## config.mk

```make
export PLATFORM = sky130hd
export DESIGN_NAME = cac_port_arbiter
export DESIGN_NICKNAME = d
export VERILOG_FILES = /design/src/rtl/cac_port_arbiter.sv
export SDC_FILE = /design/constraint.sdc
export NUM_CORES = 1
export LEC_CHECK = 0
export ABC_AREA = 1
export CORE_ASPECT_RATIO = 1.1
export CORE_MARGIN = 2
export CORE_UTILIZATION = 37
export DETAILED_ROUTE_END_ITERATION = 6
export PLACE_DENSITY_LB_ADDON = 0.1
export SKIP_CTS_REPAIR_TIMING = 1
export SYNTH_ARGS = -nofsm -noshare
export SYNTH_HDL_FRONTEND = slang
export SYNTH_SLANG_ARGS = --single-unit
export TNS_END_PERCENT = 30
```

## constraint.sdc

```tcl
create_clock -name clk -period 1.7 [get_ports clk]
set_clock_uncertainty 0.2 [all_clocks]
set_input_delay 0.17 -clock clk [delete_from_list [all_inputs] [get_ports clk]]
set_output_delay 0.17 -clock clk [all_outputs]
set_load 0.02 [all_outputs]
```

## src/rtl/cac_port_arbiter.sv

```systemverilog
// Two-channel cache index arbiter: the core (cd) and snoop (su) channels each own
// at most one index; a request to an index held by the other channel stalls.
module cac_port_arbiter #(
    parameter int SADDR_WIDTH  = 32,
    parameter int OFS_WIDTH    = 6,
    parameter int IDX_WIDTH    = 8,
    parameter int STARVE_LIMIT = 4
) (
    input  logic                   clk,
    input  logic                   rst_n,
    input  logic                   cd_req_vld,
    input  logic [SADDR_WIDTH-1:0] cd_req_addr,
    output logic                   cd_req_rdy,
    input  logic                   cd_done,
    input  logic                   su_req_vld,
    input  logic [SADDR_WIDTH-1:0] su_req_addr,
    output logic                   su_req_rdy,
    input  logic                   su_done,
    output logic                   cd_own,
    output logic [IDX_WIDTH-1:0]   cd_own_idx,
    output logic                   su_own,
    output logic [IDX_WIDTH-1:0]   su_own_idx,
    output logic                   cd_starve,
    output logic                   proto_err
);

    typedef enum logic {
        ST_FREE = 1'b0,
        ST_OWN  = 1'b1
    } own_state_t;

    localparam logic [3:0] STARVE_MAX = 4'(STARVE_LIMIT);

    own_state_t           r_cd_state;
    own_state_t           w_cd_state_nxt;
    own_state_t           r_su_state;
    own_state_t           w_su_state_nxt;
    logic [IDX_WIDTH-1:0] r_cd_own_idx;
    logic [IDX_WIDTH-1:0] r_su_own_idx;
    logic [3:0]           r_starve_cnt;
    logic [3:0]           w_starve_cnt_nxt;
    logic                 r_proto_err;

    logic [IDX_WIDTH-1:0] w_cd_idx;
    logic [IDX_WIDTH-1:0] w_su_idx;
    logic                 w_cd_own;
    logic                 w_su_own;
    logic                 w_cd_blk;
    logic                 w_su_blk;
    logic                 w_tie;
    logic                 w_cd_lose;
    logic                 w_su_lose;
    logic                 w_cd_starve;
    logic                 w_cd_acc;
    logic                 w_su_acc;
    logic                 w_unused_addr;

    assign w_cd_idx    = cd_req_addr[OFS_WIDTH+IDX_WIDTH-1:OFS_WIDTH];
    assign w_su_idx    = su_req_addr[OFS_WIDTH+IDX_WIDTH-1:OFS_WIDTH];
    // Offset and tag bits play no part in index arbitration.
    assign w_unused_addr = &{1'b0, cd_req_addr, su_req_addr};

    assign w_cd_own    = (r_cd_state == ST_OWN);
    assign w_su_own    = (r_su_state == ST_OWN);
    assign w_cd_starve = (r_starve_cnt == STARVE_MAX);

    // Blocking uses the registered owner state, so a done pulse frees the index
    // only from the following cycle on.
    assign w_cd_blk  = w_su_own & (w_cd_idx == r_su_own_idx);
    assign w_su_blk  = w_cd_own & (w_su_idx == r_cd_own_idx);
    assign w_tie     = cd_req_vld & su_req_vld & ~w_cd_own & ~w_su_own
                       & (w_cd_idx == w_su_idx) & ~w_cd_blk & ~w_su_blk;
    assign w_cd_lose = w_tie & ~w_cd_starve;
    assign w_su_lose = w_tie & w_cd_starve;

    assign w_cd_acc  = cd_req_vld & ~w_cd_own & ~w_cd_blk & ~w_cd_lose;
    assign w_su_acc  = su_req_vld & ~w_su_own & ~w_su_blk & ~w_su_lose;

    assign cd_req_rdy = w_cd_acc;
    assign su_req_rdy = w_su_acc;
    assign cd_own     = w_cd_own;
    assign su_own     = w_su_own;
    assign cd_own_idx = r_cd_own_idx;
    assign su_own_idx = r_su_own_idx;
    assign cd_starve  = w_cd_starve;
    assign proto_err  = r_proto_err;

    // Next-state logic for both channel FSMs and the starvation counter.
    always_comb begin
        w_cd_state_nxt   = r_cd_state;
        w_su_state_nxt   = r_su_state;
        w_starve_cnt_nxt = r_starve_cnt;

        case (r_cd_state)
            ST_FREE: begin
                if (w_cd_acc) w_cd_state_nxt = ST_OWN;
                else          w_cd_state_nxt = ST_FREE;
            end
            ST_OWN: begin
                if (cd_done) w_cd_state_nxt = ST_FREE;
                else         w_cd_state_nxt = ST_OWN;
            end
            default: w_cd_state_nxt = ST_FREE;
        endcase

        case (r_su_state)
            ST_FREE: begin
                if (w_su_acc) w_su_state_nxt = ST_OWN;
                else          w_su_state_nxt = ST_FREE;
            end
            ST_OWN: begin
                if (su_done) w_su_state_nxt = ST_FREE;
                else         w_su_state_nxt = ST_OWN;
            end
            default: w_su_state_nxt = ST_FREE;
        endcase

        if (w_cd_acc || !cd_req_vld) begin
            w_starve_cnt_nxt = 4'd0;
        end else if (!w_cd_own && (r_starve_cnt < STARVE_MAX)) begin
            w_starve_cnt_nxt = r_starve_cnt + 4'd1;
        end else begin
            w_starve_cnt_nxt = r_starve_cnt;
        end
    end

    // State, owned-index, starvation and sticky error registers.
    always_ff @(posedge clk or negedge rst_n) begin
        if (!rst_n) begin
            r_cd_state   <= ST_FREE;
            r_su_state   <= ST_FREE;
            r_cd_own_idx <= '0;
            r_su_own_idx <= '0;
            r_starve_cnt <= 4'd0;
            r_proto_err  <= 1'b0;
        end else begin
            r_cd_state   <= w_cd_state_nxt;
            r_su_state   <= w_su_state_nxt;
            r_starve_cnt <= w_starve_cnt_nxt;
            if (w_cd_acc) r_cd_own_idx <= w_cd_idx;
            else          r_cd_own_idx <= r_cd_own_idx;
            if (w_su_acc) r_su_own_idx <= w_su_idx;
            else          r_su_own_idx <= r_su_own_idx;
            r_proto_err  <= r_proto_err | (cd_done & ~w_cd_own) | (su_done & ~w_su_own);
        end
    end

endmodule

```

==> run summary, run 1 <==
The most used flip-flop cell after synthesis is dfrtp_1. The transition at the pin with the smallest max-transition slack was 0.3048 ns. After synthesis, the largest family of logic cells by area is simple AND/OR/NAND/NOR gates. In the routed design, unresolved DRC markers number 0. The number of levels the H-tree was split into is 1, and the clock slew at the register clock pins of the worst setup and hold paths is 0.09 ns. The cell type with the highest aggregate area in the netlist is dfrtp_1.

The logs give 3175 µm for the post-DP HPWL and 1427 for the number of global-route vias before repair. The initial core utilization is 0.3933, and the compound-cell area share of the yosys netlist is 0.03428. Data on the critical path arrives at its endpoint at 1.53 ns. Full die area: 4465 µm². The initial antenna violation count was 0; the total power density per cell area was 833.1 nW/µm². End point of the worst hold path: su_own_idx[1]. The synthesized design contains 0 enable-type register cells.

The logs give 72 for the starting DRC count in detailed routing and 2.076 mW for the total power consumption of the routed design. The tools report the required time of the critical path as 1.33 ns. Setup repair after global routing could not meet its margin everywhere.

The commonest cells after synthesis are 81 x nand2_1, 35 x inv_1, 23 x dfrtp_1, 23 x nor2_1, 21 x nand3_1. In the final routed layout, each cell accounts on average for 12.36 µm. The multiplexer area fraction after synthesis was 0.

The remaining max-slew budget at the tightest pin is 0.7968. The total number of placement rows was 23; the hold-critical path depth was 3. The later pin in the worst-skew pair is clocked with a latency of 0.27 ns. The maximum fanout encountered on the critical timing path was 5; the final weighted congestion in routability-driven placement was 0.8261. The checks that failed: negative setup slack. Counting every instance in the synthesized netlist gives 217. The cell area after technology mapping is 1460 µm².

The pre-antenna-repair detailed-routing pass consisted of 4 iterations. Among all cell types in the netlist, the one instantiated most often is nand2_1. The remaining number of nets flagged by the antenna check after routing is 0. The endpoint class of the critical path is an output port. The first global-routing pass estimated 6575 µm of wire. The tools report the global-route congestion overflow total as 0. Counting the buffers created by CTS gives 3. The post-synth net total is 289. The maximum number of pins on one net before global-route repair was 24; the area share of the leading cell type in the synthesized netlist was 0.3942. In the final design database the tool counted 378 nets. Setup violations remaining at the end of the flow were counted as 5. Number of distinct library cell variants in the gate-level netlist after synthesis: 21. The min-delay analysis places its worst path in the category in2reg.

Number of hold violations in the final report: 0. The die is 69.89 µm tall. Source of the worst hold timing path: su_req_addr[7]. The run finished, with violations left. For this block, the via count after detailed routing is 1616.

The share of the synthesized netlist area taken by xor and xnor gates was 0.04199; the detailed-route vias per instance was 4.552. Setup slack on the worst reg-to-reg path comes out at -0.01 ns. The run gives 0.008400 ns as the minimum hold slack. The tools report the total routing resource utilization after global routing as 0.1878. Proportion of layout cells with a drive suffix above 1: 0.2590.

The share of synthesized cell area in and, or, nand and nor gates was 0.4122; the length in cells of the worst reg-to-reg path was 11. For this design the static power due to leakage is 1.608 nW. The share of the clock period used by the worst path after layout is 1.120.

The final total negative setup slack was -0.3614 ns; the post-synthesis adder-cell area fraction was 0.01714. Across the VDD grid, the largest voltage drop is 0.5495 mV. The capturing point of the worst reg2reg path is r_starve_cnt[1]. The logs give 3712 µm² for the area of the core and 0 for the number of violations of the max-capacitance limit. The final critical delay including setup and external delays is 1.904 ns, and the number of buffers added on ports is 43.

The worst setup margin came out at -0.2038 ns. Yosys printed 0 warnings. TritonCTS built the clock tree. Wire length reported by the detailed router: 4387 µm. No sink is reached through more buffers than the 2 on the longest clock path. The width of the die is 63.90 µm. The post-layout instance area is 2492 µm², and the number of diodes is 0. The worst setup path is launched from a flop. Synthesis inferred 23 register bits. Worst setup slack before clock tree synthesis: -0.6356 ns. The number of slew-limit violations in the final report came out at 0. In the post-synthesis netlist, the biggest area contributors are dfrtp_1 39%, nand2_1 21%, inv_1 9.0%, nand3_1 7.2%, nor2_1 5.9%. The worst register-to-register path begins at su_own.

For this run, the top clock speed supported by timing is 525.3 MHz. The root buffer cell chosen for the clock tree is clkbuf_8. The sequential fraction of the synthesis area was 0.3942. The growth of design area from synthesis to finish was 70.69%; the share of flip-flops with an asynchronous set or reset after synthesis was 1.000. The post-synthesis area per instance is 6.729 µm². Summing all placed instances gives a cell area of 2217 µm².

The clock sink count came out at 23. Pin placement for this block handled 92 I/O pins. Critical path class: reg2out.
[state kept, by name, indices dropped and copies added, names as in the netlist]
register,cells
proto_err,1
cd_own_idx,8
cd_own,1
su_own_idx,8
r_starve_cnt,4
su_own,1
[worst max-delay path by stage]
stage / startpoint / endpoint / slack, ns
floorplan: su_own_idx[2] / cd_req_rdy / -0.004
global placement: cd_req_addr[7] / su_req_rdy / -0.65
detailed placement: su_req_addr[8] / su_req_rdy / -0.64
CTS: cd_req_addr[8] / su_req_rdy / -0.65
global route: su_own / cd_req_rdy / -0.26
finish: cd_own / su_req_rdy / -0.20
[stage by stage]
| stage | util | cells |
|---|---|---|
| finish | 0.6714 | 355 |
| global route | 0.6714 | 355 |
| CTS | 0.6094 | 349 |
| detailed placement | 0.5972 | 345 |
| global placement | 0.5972 | 345 |
| floorplan | - | 217 |
[cell usage in the layout, fill, tap and decap left out]
| cell type | count |
|---|---|
| nand3_2 | 1 |
| nor4_1 | 1 |
| o21ai_1 | 1 |
| nand2_1 | 78 |
| nor2_1 | 19 |
| ha_1 | 1 |
| dlymetal6s2s_1 | 35 |
| xor2_1 | 1 |
| nand3_4 | 2 |
| clkbuf_8 | 3 |
| clkbuf_16 | 1 |
| clkdlybuf4s50_1 | 5 |
| nand3_1 | 20 |
| o21ai_0 | 4 |
| xor2_2 | 1 |
| buf_4 | 40 |
| nor2_4 | 1 |
| ha_4 | 1 |
| nand2_4 | 2 |
| inv_2 | 7 |
| nand4_1 | 2 |
| dfrtp_2 | 1 |
| nand2_2 | 5 |
| buf_6 | 3 |
| a221o_1 | 1 |
| xnor2_1 | 5 |
| nor3_2 | 1 |
| a21oi_2 | 1 |
| o21ai_2 | 1 |
| nor2_2 | 7 |
| dfrtp_1 | 22 |
| inv_1 | 29 |
| a21oi_1 | 1 |
| buf_8 | 1 |
| clkbuf_1 | 1 |
[cell type report]
class                           count  area [µm²]
Tap cell                           50       62.56
Sequential cell                    23       576.8
Clock buffer                        4       45.04
Inverter                           36       135.1
Fill cell                         321        1220
Timing Repair Buffer               85       862.1
Multi-Input combinational cell    157       810.8
[kinds of logic after synthesis]
logic type               count (synthesis)
AND/OR/NAND/NOR                        139
buffers and inverters                   37
flip-flops                              23
AO/OA/AOI/OAI                            9
XOR/XNOR                                 7
adder cells (fa/ha/maj)                  2
[metal layers]
metal  GRT usage  vias up  part of all wire
li1            -      832                 -
met1      0.2658      730              0.44
met2      0.3067       48              0.49
met3     0.01932        6             0.054
met4     0.04348        0             0.014
met5           0        -                 0
[worst max-delay path: stages (launching register included)]
cell and delay [ns]:
dfrtp_2 0.44, nor4_1 0.29, buf_4 0.16, nand3_2 0.09, nand2_4 0.10, inv_1 0.04
buf_4 0.14
[where the power goes]
| group | total [mW] | internal [mW] | switching (mW) |
|---|---|---|---|
| clock | 0.350 | 0.168 | 0.182 |
| combinational | 1.00 | 0.511 | 0.492 |
| sequential | 0.723 | 0.646 | 0.0774 |
| total | 2.08 | 1.32 | 0.752 |
Note: power is estimated with default switching activity, not from simulation.
==> run 2: changes to the inputs <==
==> constraint.sdc (replaced) <==
create_clock -name clk -period 2 [get_ports clk]
set_clock_uncertainty 0.2 [all_clocks]
set_input_delay 0.2 -clock clk [delete_from_list [all_inputs] [get_ports clk]]
set_output_delay 0.2 -clock clk [all_outputs]
set_load 0.02 [all_outputs]
==> run summary, run 2 (same netlist as run 1, synthesis figures left out) <==
The tools report the minimum hold slack as 0.05174 ns (+0.04334 ns). The run gives 23 (unchanged) as the clock sink count. The count of pins on the block boundary was 92 (unchanged); the number of buffers added on ports was 43 (unchanged). In the layout the commonest cells are 81 x nand2_1, 35 x inv_1, 30 x clkdlybuf4s50_1, 24 x buf_4, 23 x dfrtp_1. The run gives 0 (unchanged) as the initial antenna violation count.

The number of cells in the finished layout apart from fillers came out at 337 (-5.1%). The internal cell power came out at 1.046 mW (-21%). The fraction of power consumed by sequential logic is 0.376 (+0.028). The clock tree buffer depth was 2 (unchanged).

The area of the core is 3712 µm² (unchanged), and the detailed-route vias per instance is 4.525 (-0.59%). The full die area was 4465 µm² (unchanged). The starting DRC count in detailed routing is 85 (+18%), and the maximum fanout encountered on the critical timing path is 4 (-1). The total routing resource utilization after global routing was 0.1871 (-0.0006754); the required time of the critical path was 1.60 ns (+0.27 ns). The flow ran to the end, but the final reports show violations. The initial core utilization was 0.3933 (unchanged); the total power density per cell area was 749.3 nW/µm² (-10%).

For the final weighted congestion in routability-driven placement, the log shows 0.8403 (+1.7%). The number of nets in the finished design is 360 (-4.8%), and the post-DP HPWL is 3067 µm (-3.4%). The total setup violations reported at the end of the flow is 1 (-4), and the growth of design area from synthesis to finish is 50.56%. The tools report the number of violations of the max-capacitance limit as 0 (unchanged). The number of levels the H-tree was split into is 1 (unchanged), and the switching power share of the total is 0.3651 (+0.003093). Setup repair after global routing could not meet its margin everywhere.

The width of the die is 63.90 µm (unchanged). Static timing analysis puts the maximum clock frequency at 495.7 MHz. The total number of placement rows is 23 (unchanged), and the proportion of layout cells with a drive suffix above 1 is 0.1463 (-0.1127).

The clock slew at the register clock pins of the worst setup and hold paths is 0.08 ns (about the same). The static power due to leakage was 1.266 nW (-21%). The tools report the number of diodes as 0 (unchanged).

The post-layout instance area was 2198 µm² (-12%). The number of placed instances with taps included came out at 333 (-3.5%). The number of vias after detailed routing is 1525 (-5.6%), and the cell area after placement is 2122 µm² (-4.3%). For the maximum number of pins on one net before global-route repair, the log shows 24 (unchanged).

The worst path needs 2.017 ns of the cycle, external delays included. For the net switching power of the design, the log shows 0.6014 mW (-20%). The global-route congestion overflow total is 0 (unchanged). The tools report the wire length reported by the detailed router as 3993 µm (-9.0%). The class of the tightest hold or removal check is in2reg. The hold-critical path depth was 3 (unchanged). For the largest vdd supply drop, the log shows 0.3651 mV (-34%). The worst setup path is captured at an output port. The final reports fail on negative setup slack. The share of the clock period used by the worst path after layout came out at 1.009. The worst setup path is of the in2out kind. The worst setup margin came out at -0.01731 ns (+0.1865 ns). TritonCTS built the clock tree.

The post-detailed-route wirelength per cell was 11.85 µm (-4.1%); the number of slew-limit violations in the final report was 0 (unchanged). The logs give 0.444 (-0.039) for the fraction of power consumed by combinational cells and 0.27 ns (about the same) for the clock latency reported for the late side of the worst-skew pair. For the residual DRC count, the log shows 0 (unchanged). The arrival time of data at the critical path endpoint was 1.62 ns (+0.09 ns); the number of buffers created by CTS was 3 (unchanged). The run gives 0.7105 (-0.08626) as the remaining max-slew budget at the tightest pin.

The most common cell after layout, fill and taps aside is nand2_1. Root cell of the clock tree: clkbuf_8. Transition at the pin with the smallest max-transition slack: 0.4309 ns (+0.1261 ns). The run gives 6492 µm (-1.3%) as the first-pass GRT wire length. The length of the first detailed-routing pass in iterations was 4 (unchanged).

Length in cells of the worst reg-to-reg path: 10 (-1). Remaining number of nets flagged by the antenna check after routing: 0 (unchanged). The tools report the number of hold violations in the final report as 0 (unchanged). STA classifies the critical path startpoint as a primary input. The part of the total power dissipated in the clock network is 0.180 (+0.011), and the die height is 69.89 µm (unchanged). The number of global-route vias before repair is 1359 (-4.8%).
[run 2: power by group through the flow]
stage	Clock (mW)	Sequential (mW)	Combinational, mW
after detailed placement	0	0.627	0.741
after CTS	0.309	0.621	0.744
after global routing	0.329	0.634	0.804
after floorplan	0	0.725	0.252
final	0.296	0.620	0.731
after global placement	0	0.628	0.738
[run 2: critical path, stage by stage]
cell and delay [ns]:
clkdlybuf4s50_1 0.55, inv_1 0.06, nand2_1 0.09, nand2_1 0.07, nor2_1 0.09, nand2_1 0.07
nor2_2 0.09, nand3_2 0.10, nand2_4 0.09, inv_1 0.03, dlymetal6s2s_1 0.19
[run 2: final timing paths]
check,start,end,slack [ns]
min in group asynchronous,rst_n,cd_own_idx[4],0.08
worst min-delay path,su_req_addr[6],su_own_idx[0],0.05
worst max-delay path,su_req_addr[11],su_req_rdy,-0.02
max in group asynchronous,rst_n,su_own_idx[0],1.28
worst max register to register,su_own,r_starve_cnt[1],0.27
worst min register to register,proto_err,proto_err,0.30
[run 2: area by class of cell]
| type | instances | area [µm²] |
|---|---|---|
| Fill cell | 369 | 1514 |
| Multi-Input combinational cell | 157 | 743.2 |
| Timing Repair Buffer | 67 | 635.6 |
| Sequential cell | 23 | 575.6 |
| Inverter | 36 | 135.1 |
| Tap cell | 50 | 62.56 |
| Clock buffer | 3 | 41.29 |
| Clock inverter | 1 | 5.005 |
[run 2: metrics by stage]
stage               power, mW  utilization  setup slack (ns)  setup TNS [ns]
floorplan              0.9776            -            0.2292               0
global placement        1.366       0.5716           -0.4136          -1.395
detailed placement      1.368       0.5716           -0.4033          -1.292
CTS                     1.674       0.5841           -0.4142          -1.061
global route            1.767       0.5922           -0.1388         -0.1815
finish                  1.647       0.5922          -0.01731        -0.01731
[run 2: layer usage]
metal	track usage	routed length [µm]	up-vias
met5	0	0	-
met1	0.2637	1866	673
met3	0.04026	244	4
met2	0.2951	1857	47
met4	0.03623	24	0
li1	-	-	801
==> run 3: changes to the inputs <==
--- a/config.mk
+++ b/config.mk
@@ -9,8 +9,10 @@
 export CORE_ASPECT_RATIO = 1.1
 export CORE_MARGIN = 2
 export CORE_UTILIZATION = 37
+export CTS_CLUSTER_DIAMETER = 120
 export DETAILED_ROUTE_END_ITERATION = 6
 export PLACE_DENSITY_LB_ADDON = 0.1
+export REMOVE_ABC_BUFFERS = 1
 export SKIP_CTS_REPAIR_TIMING = 1
 export SYNTH_ARGS = -nofsm -noshare
 export SYNTH_HDL_FRONTEND = slang
==> run summary, run 3 (same netlist as run 1, synthesis figures left out) <==
The logs give 0.3547 mV (-2.8%) for the largest vdd supply drop and 4465 µm² (unchanged) for the full die area. The required time of the critical path is 1.60 ns (about the same), and the arrival time of data at the critical path endpoint is 1.65 ns (+0.03 ns). The run gives 334 (+0.30%) as the number of placed instances with taps included. The number of fill cells in the layout was 362 (-1.9%). The proportion of layout cells with a drive suffix above 1 was 0.1458 (-0.0005081); the number of violations of the max-capacitance limit was 0 (unchanged). The count of pins on the block boundary is 92 (unchanged). The detailed-route vias per instance was 4.565 (+0.88%).

For the number of cells in the finished layout apart from fillers, the log shows 338 (+0.30%). The number of vias after detailed routing is 1543 (+1.2%), and the maximum clock frequency is 487.3 MHz (-1.7%). The tools report the total area of multi-input combinational cells as 743.2 µm² (unchanged). The class of the tightest hold or removal check was in2reg. Share of the clock period used by the worst path after layout: 1.026 (+0.01744). The flow ran to the end, but the final reports show violations.

The transition at the pin with the smallest max-transition slack works out to 0.4290 ns (-0.001869 ns). The clock slew at the register clock pins of the worst setup and hold paths works out to 0.08 ns (about the same). The run gives 4 (unchanged) as the length of the first detailed-routing pass in iterations. The number of nets in the finished design came out at 361 (+0.28%). The delay contributed by the slowest stage of the critical path is 0.52 ns (-0.03 ns), and the clock sink count is 23 (unchanged). The tools report the first-pass GRT wire length as 6741 µm (+3.8%). Die height: 69.89 µm (unchanged).

The worst setup path is of the in2out kind. The number of global-route vias before repair was 1430 (+5.2%); the final critical delay including setup and external delays was 2.052 ns (+0.03487 ns). Leaving out fill and tap cells, the most frequent cell in the layout is nand2_1. For the worst setup margin, the log shows -0.05218 ns (-0.03487 ns).

The total setup violations reported at the end of the flow is 1 (unchanged), and the total routing resource utilization after global routing is 0.1932 (+0.006144). The number of buffers added on ports is 43 (unchanged), and the initial core utilization is 0.3933 (unchanged). STA classifies the critical path endpoint as an output port. The run gives 1 (unchanged) as the number of levels the H-tree was split into. By instance count, the cell type seen most on the critical path is nand2_1. In this run the critical register-to-register path is launched from su_own. The final reports fail on negative setup slack. Remaining max-slew budget at the tightest pin: 0.7118 (+0.001256). The launch point of the critical path is su_req_addr[7]. The final weighted congestion in routability-driven placement is 0.8054 (-4.2%), and the total power density per cell area is 750.7 nW/µm² (+0.18%). Setup repair after global routing could not meet its margin everywhere.

The maximum fanout encountered on the critical timing path was 3 (-1); the starting DRC count in detailed routing was 98 (+15%). TritonCTS built the clock tree. The tools report the residual DRC count as 0 (unchanged). Clock tree synthesis selected as its root buffer the cell clkbuf_8. The number of diodes was 0 (unchanged); the clock tree buffer depth was 2 (unchanged). The number of slew-limit violations in the final report is 0 (unchanged), and the maximum number of pins on one net before global-route repair is 24 (unchanged). The area growth from synthesis to layout is 50.99%.

Traced cell by cell, the critical path runs through clkdlybuf4s50_1 > inv_1 > nand2_1 > nand2_1 > nor2_1 > nand2_1 > nor2_2 > nand3_2 > nand2_4 > inv_1 > dlymetal6s2s_1. Global-route congestion overflow total: 0 (unchanged). Leaving out fill and tap cells, the most frequent cells in the layout are 81 x nand2_1, 35 x inv_1, 30 x clkdlybuf4s50_1, 25 x buf_4, 23 x dfrtp_1.

The remaining number of nets flagged by the antenna check after routing is 0 (unchanged). For the end-of-flow core utilization, the log shows 0.5939 (+0.001685). The total number of placement rows came out at 23 (unchanged).

The clock latency reported for the late side of the worst-skew pair was 0.27 ns (about the same). For the static power due to leakage, the log shows 1.269 nW (+0.19%). The area of the core came out at 3712 µm² (unchanged). The initial antenna violation count was 0 (unchanged); the wire length reported by the detailed router was 4044 µm (+1.3%). The worst setup path is launched from a primary input.

The tools report the source of the worst hold timing path as su_req_addr[6]. The width of the die was 63.90 µm (unchanged); the post-detailed-route wirelength per cell was 11.96 µm (+0.98%). Number of hold violations in the final report: 0 (unchanged). The slowest stage cell on the critical path was clkdlybuf4s50_1. The logs give 3 (unchanged) for the number of buffers created by CTS and 3124 µm (+1.9%) for the post-DP HPWL. For the area taken by flip-flops and latches, the log shows 575.6 µm² (unchanged).
[run 3: cell count changes in the layout (fill, tap and decap cells not counted)]
| cell | before | now |
|---|---|---|
| clkinv_2 | 1 | 0 |
| clkbuf_1 | 0 | 1 |
| buf_4 | 24 | 25 |
[run 3: final cells by class]
type | count | share of cell area
well taps | 50 | 0.02838
repair buffers | 68 | 0.2917
clock buffers | 4 | 0.02043
flip-flops and latches | 23 | 0.2611
multi-input cells | 157 | 0.3371
inverters | 36 | 0.06129
[run 3: worst paths after layout]
path	to	slack (ns)	depth (start not counted)
setup / recovery	su_req_rdy	-0.05	11
hold / removal	su_own_idx[0]	0.06	3
setup reg to reg	r_starve_cnt[3]	0.21	10
hold reg to reg	proto_err	0.29	1
max in group asynchronous	su_own_idx[3]	1.29	2
min in group asynchronous	cd_own_idx[7]	0.07	2
[run 3: critical path: cells and delay by family]
| family | cells | cell delay, ns |
|---|---|---|
| AND/OR/NAND/NOR | 7 | 0.61 |
| buffers and inverters | 4 | 0.85 |
[run 3: per-layer routing]
layer | vias to the layer above | global-route usage | share of wire
met2 | 37 | 0.3171 | 0.49
met5 | - | 0 | 0
met1 | 703 | 0.2579 | 0.45
li1 | 799 | - | -
met3 | 4 | 0.03382 | 0.050
met4 | 0 | 0.05797 | 0.013
[run 3: power by group]
group          total [mW]  leakage (nW)  internal [mW]  switching (mW)
clock               0.291        0.0228          0.142           0.149
combinational       0.744         0.961          0.364           0.380
sequential          0.620         0.285          0.548          0.0717
total                1.65          1.27           1.05           0.601
[run 3: through the flow]
step	setup TNS, ns	hold WS [ns]	power [mW]	instance area, µm²	setup slack [ns]
floorplan	0	-0.2956	0.9725	1449	0.2292
global placement	-1.517	0.2755	1.375	2130	-0.4231
detailed placement	-1.283	0.2638	1.379	2130	-0.4029
CTS	-1.084	0.07963	1.679	2175	-0.4256
global route	-0.1892	0.06766	1.774	2205	-0.1336
finish	-0.05218	0.05531	1.655	2205	-0.05218
